### src/rtl/axis_pingpong_router_if.sv
`default_nettype none
// ============================================================================
//  Module   : axis_pingpong_router_if
//  Purpose  : AXI-stream bundle (tdata/tlast/tvalid/tready) used by the
//             ping-pong router for its upstream and downstream sides.
//  Ports    : none; the signals are reached through the modports.
//             master - drives tdata/tlast/tvalid, samples tready
//             slave  - samples tdata/tlast/tvalid, drives tready
//  Revision : 1.0 - initial release
// ============================================================================
interface axis_pingpong_router_if #(
  parameter int DW = 512
) ();
  logic [DW-1:0] tdata;
  logic          tlast;
  logic          tvalid;
  logic          tready;

  modport master (output tdata, output tlast, output tvalid, input tready);
  modport slave  (input tdata, input tlast, input tvalid, output tready);
endinterface
`default_nettype wire

### src/rtl/axis_pingpong_router.sv
`default_nettype none
// ============================================================================
//  Module   : axis_pingpong_router
//  Purpose  : Inline AXI-stream stage ahead of an axis_switch. The stream
//             passes through with zero latency. port_select chooses the
//             ping-pong buffer being filled. Each buffer takes PKTS_PER_BUF
//             packets, or fewer when flushed, and is then handed to the
//             consumer. The stream stalls while the next buffer is still
//             owned by the consumer.
//  Ports    : clk, reset      - clock, asynchronous active-high reset
//             axis_in         - upstream stream (slave side)
//             axis_out        - stream towards the switch (master side)
//             port_select     - buffer currently being filled
//             flush           - strobe: hand off the partial buffer at the
//                               next packet end
//             buf_release[i]  - strobe: consumer has drained buffer i
//             buf_done[i]     - strobe: buffer i handed to the consumer
//             done_count      - packet count of the handed-off buffer
//  Revision : 1.0 - initial release
// ============================================================================
module axis_pingpong_router #(
  parameter  int DW           = 512,
  parameter  int PKTS_PER_BUF = 256,
  localparam int CW           = $clog2(PKTS_PER_BUF + 1)
) (
  input  logic                   clk,
  input  logic                   reset,
  axis_pingpong_router_if.slave  axis_in,
  axis_pingpong_router_if.master axis_out,
  output logic                   port_select,
  input  logic                   flush,
  input  logic [1:0]             buf_release,
  output logic [1:0]             buf_done,
  output logic [CW-1:0]          done_count
);

  typedef enum logic [0:0] {
    S_WAIT = 1'b0,
    S_FILL = 1'b1
  } state_t;

  localparam logic [CW-1:0] c_pkts_per_buf = CW'(PKTS_PER_BUF);

  state_t        r_state,      w_state_nxt;
  logic          r_cur,        w_cur_nxt;
  logic [1:0]    r_avail,      w_avail_nxt;
  logic [CW-1:0] r_pkt_cnt,    w_pkt_cnt_nxt;
  logic          r_in_pkt,     w_in_pkt_nxt;
  logic          r_flush_pend, w_flush_pend_nxt;
  logic [1:0]    r_buf_done,   w_buf_done_nxt;
  logic [CW-1:0] r_done_count, w_done_count_nxt;

  logic          w_fill;
  logic          w_beat;
  logic          w_last_beat;
  logic [CW-1:0] w_n;
  logic          w_empty;
  logic          w_flush_eff;
  logic          w_handoff;
  logic [DW-1:0] w_tdata;

  // Data and tlast are never gated; only the handshake depends on state.
  assign w_tdata         = axis_in.tdata;
  assign axis_out.tdata  = w_tdata;
  assign axis_out.tlast  = axis_in.tlast;
  assign w_fill          = (r_state == S_FILL);
  assign axis_out.tvalid = w_fill & axis_in.tvalid;
  assign axis_in.tready  = w_fill & axis_out.tready;

  assign port_select = r_cur;
  assign buf_done    = r_buf_done;
  assign done_count  = r_done_count;

  always_comb begin
    w_beat      = w_fill & axis_in.tvalid & axis_out.tready;
    w_last_beat = w_beat & axis_in.tlast;
    w_n         = r_pkt_cnt + 1'b1;
    // A beat accepted in the flush cycle makes the buffer non-empty, so a
    // flush coinciding with the first beat of a buffer still takes effect.
    w_empty     = (r_pkt_cnt == '0) & ~r_in_pkt & ~w_beat;
    w_flush_eff = flush & ~w_empty;
    w_handoff   = w_last_beat &
                  ((w_n == c_pkts_per_buf) | r_flush_pend | w_flush_eff);

    w_state_nxt      = r_state;
    w_cur_nxt        = r_cur;
    w_avail_nxt      = r_avail | buf_release;
    w_pkt_cnt_nxt    = r_pkt_cnt;
    w_in_pkt_nxt     = r_in_pkt;
    w_flush_pend_nxt = r_flush_pend | w_flush_eff;
    w_buf_done_nxt   = 2'b00;
    w_done_count_nxt = '0;

    case (r_state)
      S_WAIT: if (r_avail[r_cur]) w_state_nxt = S_FILL;
      S_FILL: if (w_handoff)      w_state_nxt = S_WAIT;
      default:                    w_state_nxt = S_WAIT;
    endcase

    if (w_beat) w_in_pkt_nxt = ~axis_in.tlast;

    if (w_last_beat) w_pkt_cnt_nxt = w_n;

    if (w_handoff) begin
      // The hand-off overrides a release of the same buffer this cycle.
      w_avail_nxt[r_cur] = 1'b0;
      w_cur_nxt          = ~r_cur;
      w_pkt_cnt_nxt      = '0;
      w_flush_pend_nxt   = 1'b0;
      w_buf_done_nxt     = r_cur ? 2'b10 : 2'b01;
      w_done_count_nxt   = w_n;
    end
  end

  always_ff @(posedge clk or posedge reset) begin
    if (reset) begin
      r_state      <= S_WAIT;
      r_cur        <= 1'b0;
      r_avail      <= 2'b11;
      r_pkt_cnt    <= '0;
      r_in_pkt     <= 1'b0;
      r_flush_pend <= 1'b0;
      r_buf_done   <= 2'b00;
      r_done_count <= '0;
    end else begin
      r_state      <= w_state_nxt;
      r_cur        <= w_cur_nxt;
      r_avail      <= w_avail_nxt;
      r_pkt_cnt    <= w_pkt_cnt_nxt;
      r_in_pkt     <= w_in_pkt_nxt;
      r_flush_pend <= w_flush_pend_nxt;
      r_buf_done   <= w_buf_done_nxt;
      r_done_count <= w_done_count_nxt;
    end
  end

endmodule
`default_nettype wire

### src/flat_wrapper.sv
// flat-port wrapper written by rule: the top's interface ports become plain ports
module axis_pingpong_router_flat 
#(
  parameter  int DW           = 512,
  parameter  int PKTS_PER_BUF = 256,
  localparam int CW           = $clog2(PKTS_PER_BUF + 1)
)
  (clk, reset, port_select, flush, buf_release, buf_done, done_count, axis_in_tdata, axis_in_tlast, axis_in_tvalid, axis_in_tready, axis_out_tdata, axis_out_tlast, axis_out_tvalid, axis_out_tready);
  axis_pingpong_router_if #(.DW(DW)) axis_in_i ();
  axis_pingpong_router_if #(.DW(DW)) axis_out_i ();
  input  logic clk;
  input  logic reset;
  output logic port_select;
  input  logic flush;
  input  logic [1:0] buf_release;
  output logic [1:0] buf_done;
  output logic [CW-1:0] done_count;
  input wire logic [$bits(axis_in_i.tdata)-1:0] axis_in_tdata;
  input wire logic [$bits(axis_in_i.tlast)-1:0] axis_in_tlast;
  input wire logic [$bits(axis_in_i.tvalid)-1:0] axis_in_tvalid;
  output wire logic [$bits(axis_in_i.tready)-1:0] axis_in_tready;
  output wire logic [$bits(axis_out_i.tdata)-1:0] axis_out_tdata;
  output wire logic [$bits(axis_out_i.tlast)-1:0] axis_out_tlast;
  output wire logic [$bits(axis_out_i.tvalid)-1:0] axis_out_tvalid;
  input wire logic [$bits(axis_out_i.tready)-1:0] axis_out_tready;
  assign axis_in_i.tdata = axis_in_tdata;
  assign axis_in_i.tlast = axis_in_tlast;
  assign axis_in_i.tvalid = axis_in_tvalid;
  assign axis_in_tready = axis_in_i.tready;
  assign axis_out_tdata = axis_out_i.tdata;
  assign axis_out_tlast = axis_out_i.tlast;
  assign axis_out_tvalid = axis_out_i.tvalid;
  assign axis_out_i.tready = axis_out_tready;
  axis_pingpong_router #(.DW(DW), .PKTS_PER_BUF(PKTS_PER_BUF)) u_core (.clk(clk), .reset(reset), .axis_in(axis_in_i), .axis_out(axis_out_i), .port_select(port_select), .flush(flush), .buf_release(buf_release), .buf_done(buf_done), .done_count(done_count));
endmodule
### config.mk
export PLATFORM = sky130hd
export DESIGN_NAME = axis_pingpong_router_flat
export DESIGN_NICKNAME = d
export VERILOG_FILES = /design/src/rtl/axis_pingpong_router_if.sv /design/src/rtl/axis_pingpong_router.sv /design/src/flat_wrapper.sv
export SDC_FILE = /design/constraint.sdc
export NUM_CORES = 1
export LEC_CHECK = 0
export CAP_MARGIN = 20
export CORE_AREA = 2 2 404 406
export CTS_BUF_LIST = sky130_fd_sc_hd__clkbuf_8 sky130_fd_sc_hd__clkbuf_16
export DETAILED_ROUTE_END_ITERATION = 8
export DIE_AREA = 0 0 406 408
export PLACE_DENSITY = 0.31
export SETUP_SLACK_MARGIN = 0.2
export SYNTH_ARGS = -nofsm -noshare
export SYNTH_HDL_FRONTEND = slang
export SYNTH_SLANG_ARGS = --single-unit
### constraint.sdc
create_clock -name clk -period 3.2 [get_ports clk]
set_input_delay 0.96 -clock clk [delete_from_list [all_inputs] [get_ports clk]]
set_output_delay 0.96 -clock clk [all_outputs]
set_load 0.02 [all_outputs]
After elaboration in Yosys (flattened, before gate mapping)
Cells that the tools add are included.
{"block": "classes", "bitwise": 20, "magnitude_cmp": 2, "muxes": 14, "add_sub_neg": 1, "n_reduce_logical": 3, "eq_ne": 1}
{"op": "$mux 9", "count": 3}
{"op": "$add 9x1->9 const B", "count": 1}
{"op": "$eq 9x9->1 const B", "count": 1}
{"op": "$logic_not 9->1", "count": 1}
{"op": "$and 1x1->1", "count": 8}
{"op": "$mux 1", "count": 6}
{"op": "$mux 2", "count": 3}
{"op": "$not 1->1", "count": 6}
{"op": "$or 1x1->1", "count": 3}
{"op": "$and 2x2->2", "count": 1}
{"op": "$lt 1x2->1 const B", "count": 1}
{"op": "$not 2->2", "count": 1}
{"op": "$or 2x2->2", "count": 1}
{"op": "$pmux 1 s2", "count": 1}
{"op": "$reduce_bool 2->1", "count": 1}
{"op": "$demux 1 s1", "count": 1}
{"op": "$ge 1x1->1 const B", "count": 1}
{"op": "$logic_and 1x1->1", "count": 1}
{"block": "totals", "out_inout_bits": 527, "reg_bits": 26, "wordCells": 49, "inputBits": 520}

Depth between registers and ports, before layout
{"block": "logic_depth", "word_depth": 10, "mapped_depth": 8, "mapped_depth_nobuf": 7}

Least setup slack after synthesis
OpenSTA, ideal clock, no wires.
{"block": "synth_path", "path_kind": "input to output", "from": "input port axis_in_tvalid", "to": "output port axis_out_tvalid", "cell_stages": 1, "slack_ns": 1.038, "n_path_buf": 0, "arrival_ns": 1.202, "t_required_ns": 2.240, "cell_sequence": "and2_1"}
{"block": "synth_via", "elab_chain_len": 1}
{"element": "start, declared", "line": "flat_wrapper.sv:20", "rtl": "input wire logic [$bits(axis_in_i.tvalid)-1:0] axis_in_tvalid;"}
{"element": "$and 1x1->1", "line": "axis_pingpong_router.sv:67", "rtl": "assign axis_out.tvalid = w_fill & axis_in.tvalid;"}
{"element": "end, declared", "line": "flat_wrapper.sv:24", "rtl": "output wire logic [$bits(axis_out_i.tvalid)-1:0] axis_out_tvalid;"}
Every way passes these cells.

Worst setup path after layout
{"block": "layout_path", "from": "input port axis_in_tlast", "to": "output port axis_out_tlast"}
{"element": "start, declared", "line": "flat_wrapper.sv:19", "rtl": "input wire logic [$bits(axis_in_i.tlast)-1:0] axis_in_tlast;"}
{"element": "end, declared", "line": "flat_wrapper.sv:23", "rtl": "output wire logic [$bits(axis_out_i.tlast)-1:0] axis_out_tlast;"}
No word-level cell between the ends.

==> impl_metrics.yaml <==
power_and_ir_drop:
  ir_drop_v: 0.000163
  leakage_nw: 0.675
  pwr-share-seq: 0.449
  p_sw_uw: 254
  power_frac_comb: 0.199
  pwr-share-clk: 0.352
  swShare: 0.290
  power_density_nw_per_um2: 206
  internal-power_uw: 622
  p_total_uw: 876
place:
  place_ws_ps: 173
  gp_congestion: 0.852
  portBuffers: 22
  dp_cells: 2316
  hpwl_um: 83400
cells_and_area:
  diodes: 0
  synthToLayoutAreaGrowth_pct: -16.2
  layout.nets: 668
  stdcell_count: 2320
  drive_gt1_frac: 0.110
critical_path:
  cp_top_family: "buffers and inverters"
  cp.buffers_inverters: 2
  critPathSlowestCell: "clkdlybuf4s50_1"
  crit_path_max_fanout: 3
  cp.arrival_ps: 1790
  cp_cell_sequence: "clkdlybuf4s50_1, dlygate4sd2_1"
  startpoint_type: "primary input"
  crit_required_ps: 2240
  crit_type: "primary input to output pin"
  cpPeakStageDelay_ps: 500
  cp-end-kind: "output pin"
sta:
  hold_viol_final: 0
  relSlewSlack: 0.663
  setup_ws_ps: 445
  slew_violations: 0
  fin_crit_ps: 2750
  timing.hold.ws_ps: 497
  worstMarginPinSlew_ps: 504
  fin_setup_tns_ps: 0
  max_clock_freq_mhz: 363
  layout_worst_path_cycle_share: 0.861
  finClkSkew_ps: 6.84
  grt_setup_unrepaired: "no"
  setup_viol: 0
cts:
  cts_buffers: 3
  cts_root_buf: "clkbuf_16"
  clkLatencyLatePin_ps: 260
  cts_resized: 1
  clkSinkCount: 26
  postCtsSetupRepairBufs: 0
  clkTransAtPathRegs_ps: 70
  cts.htree.levels: 1
  clockBufferDepth: 2
  cts_tree: "yes"
  ctsHoldBuffers: 0
synth:
  syn-num-nets: 1155
  yosys-top-cells-area: "buf_4 76%, dfrtp_1 12%, dfstp_2 1.0%, nor2_1 0.89%, o21ai_0 0.79%"
  ys_warn_count: 0
  yosysSeqAreaShare: 0.129
  ys_ff_latch: 26
  synth_area_sq_um: 5080
  synth_ff_type: "dfrtp_1"
  async_flop_share: 1.00
  synth_edf_count: 0
  synthCells: 633
  yosys.area.top_type: "buf_4"
  yosys.area.top_type_share: 0.758
  avgSynthCellArea_sq_um: 8.03
  yosysUniqueCellTypes: 41
detailed_routing:
  wl_per_cell_um: 37.2
  drc: 0
  routed_wl_um: 86300
  via_per_inst: 0.929
  antenna_left: 0
  vias: 2155
  drtIter0Drc: 163
  first_pass_iters: 4
global_routing:
  grt_pass1_vias: 2006
  grt_pass1_wl_um: 91500
  grt.met1_usage: 0.0213
  grt_busiest_layer: "met3"
  grt_max_degree: 27
  antenna_found_initial: 3
  overflow: 0
  met3_usage: 0.202
  grt_use_total: 0.100
  gr-usage-met2: 0.162
floorplanning:
  floorplan.die_area_sq_um: 166000
  core-area_sq_um: 162000
  rows: 148
  die_w_um: 406
  ios: 1047
  die_y_um: 408
  start_util: 0.0314
hold_path:
  hold_class: "register to register"
run:
  maxCapViolCount: 0
run_status:
  outcome: "completed"
==> synthesized netlist by cell type (2+ instances only) <==
master and n:
buf_4 513, dfrtp_1 24, nor2_1 12, nand2_1 9, o21ai_0 8, a21oi_1 6, inv_1 5, and3_1 4
nand3_1 4, and2_1 3, nand4_1 3, a211o_1 2, buf_2 2, clkbuf_1 2, dfstp_2 2, ha_1 2
nor3_1 2, o22a_1 2, o22ai_1 2, o2bb2ai_1 2, or3_1 2, xnor2_1 2, xor2_1 2
==> area by class of cell <==
cell class	count	area [sq um]
well taps	2175	2720
multi-input cells	84	531
inverters	5	18.8
fillers	19300	157000
clock buffers	4	88.8
flip-flops and latches	26	653
repair buffers	26	244
==> metal layers <==
layer  vias up  wire [um]  part of all wire
li1        484          -                 -
met1       716       6330             0.073
met2       793      39700              0.46
met3       158      36900              0.43
met4         4       2990             0.035
met5         -        352            0.0041
==> cell families after synthesis <==
family	after synthesis	share of synthesized area
AOI/OAI and AO/OA	29	0.0379
xor gates and xnor gates	4	0.00689
adders and majority gates	2	0.00492
buffers and inverters	523	0.767
DFF	26	0.129
muxes	2	0.00419
and+or+nand+nor	47	0.0505
==> power groups by stage <==
stage               clock network [mW]  registers (mW)  logic, mW
floorplan                            0           0.400       1.02
global placement                     0           0.403      0.188
detailed placement                   0           0.401      0.184
CTS                              0.323           0.396      0.185
global route                     0.342           0.401      0.198
finish                           0.308           0.394      0.174
==> state kept, by name (all words and copies together), names as in the netlist <==
name	flops
u_core.buf_done	2
u_core.r_state	1
u_core.r_in_pkt	1
u_core.port_select	1
u_core.r_pkt_cnt	9
u_core.r_avail	2
u_core.r_flush_pend	1
u_core.done_count	9
==> worst reg2reg max path, delay by kind of cell, from the launching register on <==
family	cells	cell delay [ps]
and+or+nand+nor	1	250
AOI/OAI and AO/OA	4	1030
DFF	1	530
buffers and inverters	1	200
==> path summary, 6_finish.rpt <==
path	slack, ps	to	from	cells past startpoint
hold / removal	500	u_core.r_in_pkt$_DFFE_PP0P_	u_core.r_in_pkt$_DFFE_PP0P_	2
setup reg to reg	1130	u_core.r_avail[1]$_DFF_PP1_	u_core.r_pkt_cnt[4]$_DFFE_PP0P_	6
hold reg to reg	500	u_core.r_in_pkt$_DFFE_PP0P_	u_core.r_in_pkt$_DFFE_PP0P_	2
min in group asynchronous	1090	u_core.r_pkt_cnt[7]$_DFFE_PP0P_	reset	3
setup / recovery	450	axis_out_tlast	axis_in_tlast	2
max in group asynchronous	1790	u_core.r_avail[1]$_DFF_PP1_	reset	3
==> metrics by stage <==
step	area, sq um	utilization
after detailed placement	4170	0.0258
after CTS	4260	0.0263
after global routing	4260	0.0263
after floorplan	5080	-
final	4260	0.0263
after global placement	4170	0.0258
==> placed cells by master, fill, tap and decap left out, types with 2 or more instances in the layout <==
master	n
buf_4	6
clkdlybuf4s50_1	19
or3_1	2
nor2_1	12
inv_1	5
o22ai_1	2
nor3_1	2
xnor2_1	2
a211o_1	2
nand4_1	3
o22a_1	2
nand2_1	9
o2bb2ai_1	2
ha_1	2
clkbuf_16	3
nand3_1	4
xor2_1	2
dfrtp_1	24
and2_1	3
o21ai_0	8
dfstp_2	2
and3_1	4
a21oi_1	6
Power figures use the tool's default switching activity.
==> variant 1 (same flow settings) <==
Make the reset (`reset`) synchronous in one clocked block. Comments in the files are not updated.
--- a/src/rtl/axis_pingpong_router.sv
+++ b/src/rtl/axis_pingpong_router.sv
@@ -114,3 +114,3 @@
 
-  always_ff @(posedge clk or posedge reset) begin
+  always_ff @(posedge clk) begin
     if (reset) begin
Function: differs if reset is asserted again (counterexample within 4 cycles, from zero or initial values and one cycle with reset high); with reset held inactive, the same outputs for 4 cycles.
==> variant 1 against the original RTL <==
  * Critical path type unchanged
  * Routed wire length is 8.8% lower
  * Count of clock-buffer cells in the layout is 1 lower
  * Cell area is 0.91% higher
  * Synthesized area is 1.2% lower
  * Sequential cell count stayed put
  * Critical endpoint is now axis_in_tready
  * Critical path depth is 2 higher
  * Worst setup slack worse by 0.21 ns
Power is not compared: it rests on default switching activity, and its combinational part moved more than twofold at a synthesized area within 25%.
==> variant 1: results (changes against the original RTL) <==
synthesis:
  synthArstFlopShare_pct: 0  # -100 points
  synth_ff_type: "dfxtp_1"
  synthTopCellsByArea: "buf_4 (77%), dfxtp_1 (10%), a21oi_1 (1.3%)"
  synthesis.nets: 1165  # +0.87%
  synthTopCellsByCount: "buf_4 (514), dfxtp_1 (26), a21oi_1 (13)"
  synth.distinct_cells: 34  # -17%
  ys_seq_area_share_pct: 10.4  # -2.5 points
sta:
  slew_headroom_pct: 59.7  # -6.6 points
  skew_ns: 0.00334  # -0.00350 ns
route:
  drtIter0Drc: 109  # -33%
  viasPerCell: 0.913  # -1.7%
  routedWlPerCell_um: 33.7  # -9.4%
placement:
  gp_congestion: 0.855  # +0.41%
  hpwl_um: 76000  # -8.8%
  post_dp_cell_area_mm2: 0.00419  # +0.60%
  place.port_buffers: 22  # unchanged
  pre_cts_slack_ns: -0.289  # -0.462 ns
global_route:
  antenna_found_initial: 0  # -3
  gr-usage-met3_pct: 18.3  # -1.9 points
  grt_use_met1_pct: 1.74  # -0.39 points
  grtUsageTotal_pct: 9.08  # -0.95 points
  grt_pass1_wl_um: 83800  # -8.4%
  first_global_vias: 2059  # +2.6%
  use_met2_pct: 15.3  # -0.89 points
  grt_max_degree: 16  # -41%
clocking:
  clkTransAtPathRegs_ns: 0.07  # about the same
  clockBufferDepth: 2  # unchanged
run_status:
  status: "finished, final reports clean"
worst_setup_path:
  cp_max_fo: 4  # +1
  cp.arrival_ns: 2.00  # +0.21 ns
power:
  cellLeakagePower_uw: 0.000582
  peakVddDrop_v: 0.000144
final_layout:
  drive_above_1_share_pct: 16.3  # +5.2 points
  layout.nets: 683  # +2.2%
[variant 1: cell count changes in the layout (fill, tap and decap cells not counted), moves of 3 or more]
| cell | change |
|---|---|
| dfxtp_1 | +26 |
| nand3_1 | +5 |
| o22ai_1 | +3 |
| buf_12 | +4 |
| inv_1 | +4 |
| nor2b_1 | +3 |
| a21oi_1 | +7 |
| o21ai_0 | -7 |
| and3_1 | -3 |
| nor3_1 | +4 |
| dfrtp_1 | -24 |
[variant 1: report_power, final]
part           internal, uW  switching, uW  total (uW)
clock network           249            117         366
registers               327           3.88         330
logic                  35.0           37.8        72.8
total                   611            159         769
[variant 1: cell type report]
type | instances | area, um^2
repair buffers | 30 | 324
multi-input cells | 91 | 591
clock buffers | 3 | 75.1
fillers | 19274 | 157000
well taps | 2175 | 2720
inverters | 9 | 33.8
flip-flops and latches | 26 | 520
clock inverters | 1 | 30.0
[variant 1: critical path: stages]
cell	delay, ns
clkdlybuf4s50_1	0.58
and2_1	0.21
buf_12	0.13
buf_12	0.10
[variant 1: metrics by stage]
stage	total power (uW)	std cells	hold WS [ns]
2_1_floorplan	1300	643	0.437
3_5_place_dp	415	2331	0.461
5_1_grt	805	2335	0.497
3_3_place_gp	416	2331	0.476
6_report	769	2335	0.470
4_1_cts	787	2335	0.478
[variant 1: kinds of logic (layout without fill, tap and decap cells)]
logic type,count (synthesis),after routing,share of synthesized area (%)
buffers and inverters,526,43,77.9
XOR/XNOR,3,3,0.523
AO/OA/AOI/OAI,23,23,3.11
flip-flops,26,26,10.4
adder cells (fa/ha/maj),2,2,0.498
AND/OR/NAND/NOR,63,63,7.62
[variant 1: path summary, 6_finish.rpt]
check	from	to	slack, ns	cells after the start
worst min register to register	u_core.r_avail[1]	u_core.r_avail[1]	0.47	2
worst max-delay path	axis_out_tready	axis_in_tready	0.24	4
worst min-delay path	u_core.r_avail[1]	u_core.r_avail[1]	0.47	2
worst max register to register	u_core.r_pkt_cnt[0]	u_core.r_avail[1]	1.21	6
[variant 1: layer usage]
layer / vias to the layer above / share of wire [%]
met3: 142 / 43
met5: - / 0.090
li1: 513 / -
met1: 716 / 6.7
met4: 2 / 2.7
met2: 759 / 48
[variant 1: what timing repair did]
action                     in CTS  in global routing
setup endpoints to repair       2                  1
resized for setup               3                  3
buffers inserted                0                  0
pin swaps                       0                  0
==> variant 2 (same settings) <==
Without the edit above. `DW` is set to 512 in 3 places; all go to 256.
--- a/src/rtl/axis_pingpong_router_if.sv
+++ b/src/rtl/axis_pingpong_router_if.sv
@@ -11,3 +11,3 @@
 interface axis_pingpong_router_if #(
-  parameter int DW = 512
+  parameter int DW = 256
 ) ();
--- a/src/rtl/axis_pingpong_router.sv
+++ b/src/rtl/axis_pingpong_router.sv
@@ -21,3 +21,3 @@
 module axis_pingpong_router #(
-  parameter  int DW           = 512,
+  parameter  int DW           = 256,
   parameter  int PKTS_PER_BUF = 256,
--- a/src/flat_wrapper.sv
+++ b/src/flat_wrapper.sv
@@ -3,3 +3,3 @@
 #(
-  parameter  int DW           = 512,
+  parameter  int DW           = 256,
   parameter  int PKTS_PER_BUF = 256,
Ports: changed (resized axis_in_tdata and axis_out_tdata); port bits go from 1047 to 535. The function was not compared with the original's and may differ.
==> variant 2 against the original RTL <==
  * Synthesized area fell by 38%
  * Worst setup slack got worse by 0.13 ns
  * Cell area up 1.3%
  * Critical endpoint is now axis_in_tready
  * Sequential cell count is the same
  * Count of clock-buffer cells in the layout is 1 lower
  * Critical path type unchanged
  * Routed wire length fell by 59%
  * Total power grew 7.7%
==> variant 2: results (changes against the original RTL) <==
placement:
  post_dp_cell_area_mm2: 0.00421  # +0.96%
  dp.cells: 2318  # +0.086%
  place.port_buffers: 22  # unchanged
  gp_congestion: 0.628  # -26%
  hpwl_um: 34000  # -59%
power:
  cellLeakagePower_uw: 0.000702  # +4.0%
  peakVddDrop_v: 0.000157  # -3.8%
synthesis:
  synthTopCellsByArea: "buf_4 (61%), dfrtp_1 (19%), dfstp_2 (1.7%)"
  synthArstFlopShare_pct: 100  # unchanged
  synth-adder-area-share_pct: 0.792  # +0.30 points
  synth_compound_area_share_pct: 6.10  # +2.3 points
  ys_seq_area_share_pct: 20.7  # +7.8 points
  synth-xor-area-share_pct: 1.11  # +0.42 points
  synth_mux_area_share_pct: 0.673  # +0.25 points
  synthesis.nets: 643  # -44%
  synth.distinct_cells: 41  # unchanged
  synth.avg_cell_area_um2: 8.38  # +4.4%
  synthTopCellsByCount: "buf_4 (257), dfrtp_1 (24), nor2_1 (12)"
sta:
  slew_headroom_pct: 59.5  # -6.8 points
  skew_ns: 0.00418  # -0.00267 ns
global_route:
  grt_pass1_wl_um: 38600  # -58%
  grtUsageTotal_pct: 4.12  # -5.9 points
  antenna_found_initial: 1  # -2
  grt_max_degree: 16  # -41%
  first_global_vias: 1412  # -30%
clocking:
  htree_levels: 1  # unchanged
  cts_buffers: 3  # unchanged
  root_buffer: "clkbuf_16"
route:
  routed-via-count: 1325  # -39%
  wirelength_um: 35200  # -59%
  drc: 0  # unchanged
  drtIter0Drc: 76  # -53%
hold_path:
  worstHoldPathType: "reg2reg"
worst_setup_path:
  cp_max_fo: 4  # +1
  cp.arrival_ns: 1.92  # +0.13 ns
run_status:
  status: "finished, final reports clean"
final_layout:
  layout.nets: 414  # -38%
  drive_above_1_share_pct: 12.9  # +1.9 points
  final_cells: 2322  # +0.086%
[variant 2: cell type report]
cell class	count	area, um^2
sequential	26	653
clock inverter	1	30.0
fill	19266	157000
tap	2175	2720
multi-input combinational	84	532
clock buffer	3	75.1
inverter	5	18.8
timing repair buffer	28	283
[variant 2: worst paths after layout]
kind,start,end,slack (ns),cells after the start
worst max-delay path,axis_out_tready,axis_in_tready,0.32,3
max in group asynchronous,reset,u_core.done_count[4],1.51,3
worst max register to register,u_core.r_pkt_cnt[4],u_core.done_count[1],1.12,5
worst min register to register,u_core.r_avail[0],u_core.r_avail[0],0.55,1
min in group asynchronous,reset,u_core.buf_done[1],1.07,2
worst min-delay path,u_core.r_avail[0],u_core.r_avail[0],0.55,1
[variant 2: logic make-up after synthesis]
kind of cell    Yosys count
flops                    26
buf+inv                 267
fa+ha+maj                 2
simple gates             47
compound gates           29
xor+xnor                  4
mux                       2
[variant 2: timing repair]
action / 4_1_cts / 5_1_grt
resized for setup: 3 / 0
setup buffers: 0 / 0
setup endpoints to repair: 3 / 0
[variant 2: metrics by stage]
step	utilization (%)	worst slack (ns)
6_report	2.67	0.320
2_1_floorplan	-	1.04
4_1_cts	2.67	0.268
5_1_grt	2.67	0.236
3_3_place_gp	2.60	0.107
3_5_place_dp	2.60	0.135
[variant 2: worst max-delay path: stages]
cell and delay (ns):
clkdlybuf4s50_1 0.54, and2_2 0.28, buf_12 0.14
[variant 2: metal layers]
metal | up-vias | GRT usage (%) | share of wire [%] | routed length, um
met3 | 106 | 8.11 | 42 | 14700
met5 | - | 0.468 | 0.35 | 125
met1 | 528 | 1.12 | 9.6 | 3370
met4 | 4 | 1.06 | 2.9 | 1030
li1 | 484 | - | - | -
met2 | 203 | 6.60 | 45 | 16000
[variant 2: power breakdown]
| part | internal (uW) | switching [uW] |
|---|---|---|
| combinational | 80.3 | 94.9 |
| clock | 249 | 121 |
| sequential | 358 | 40.6 |
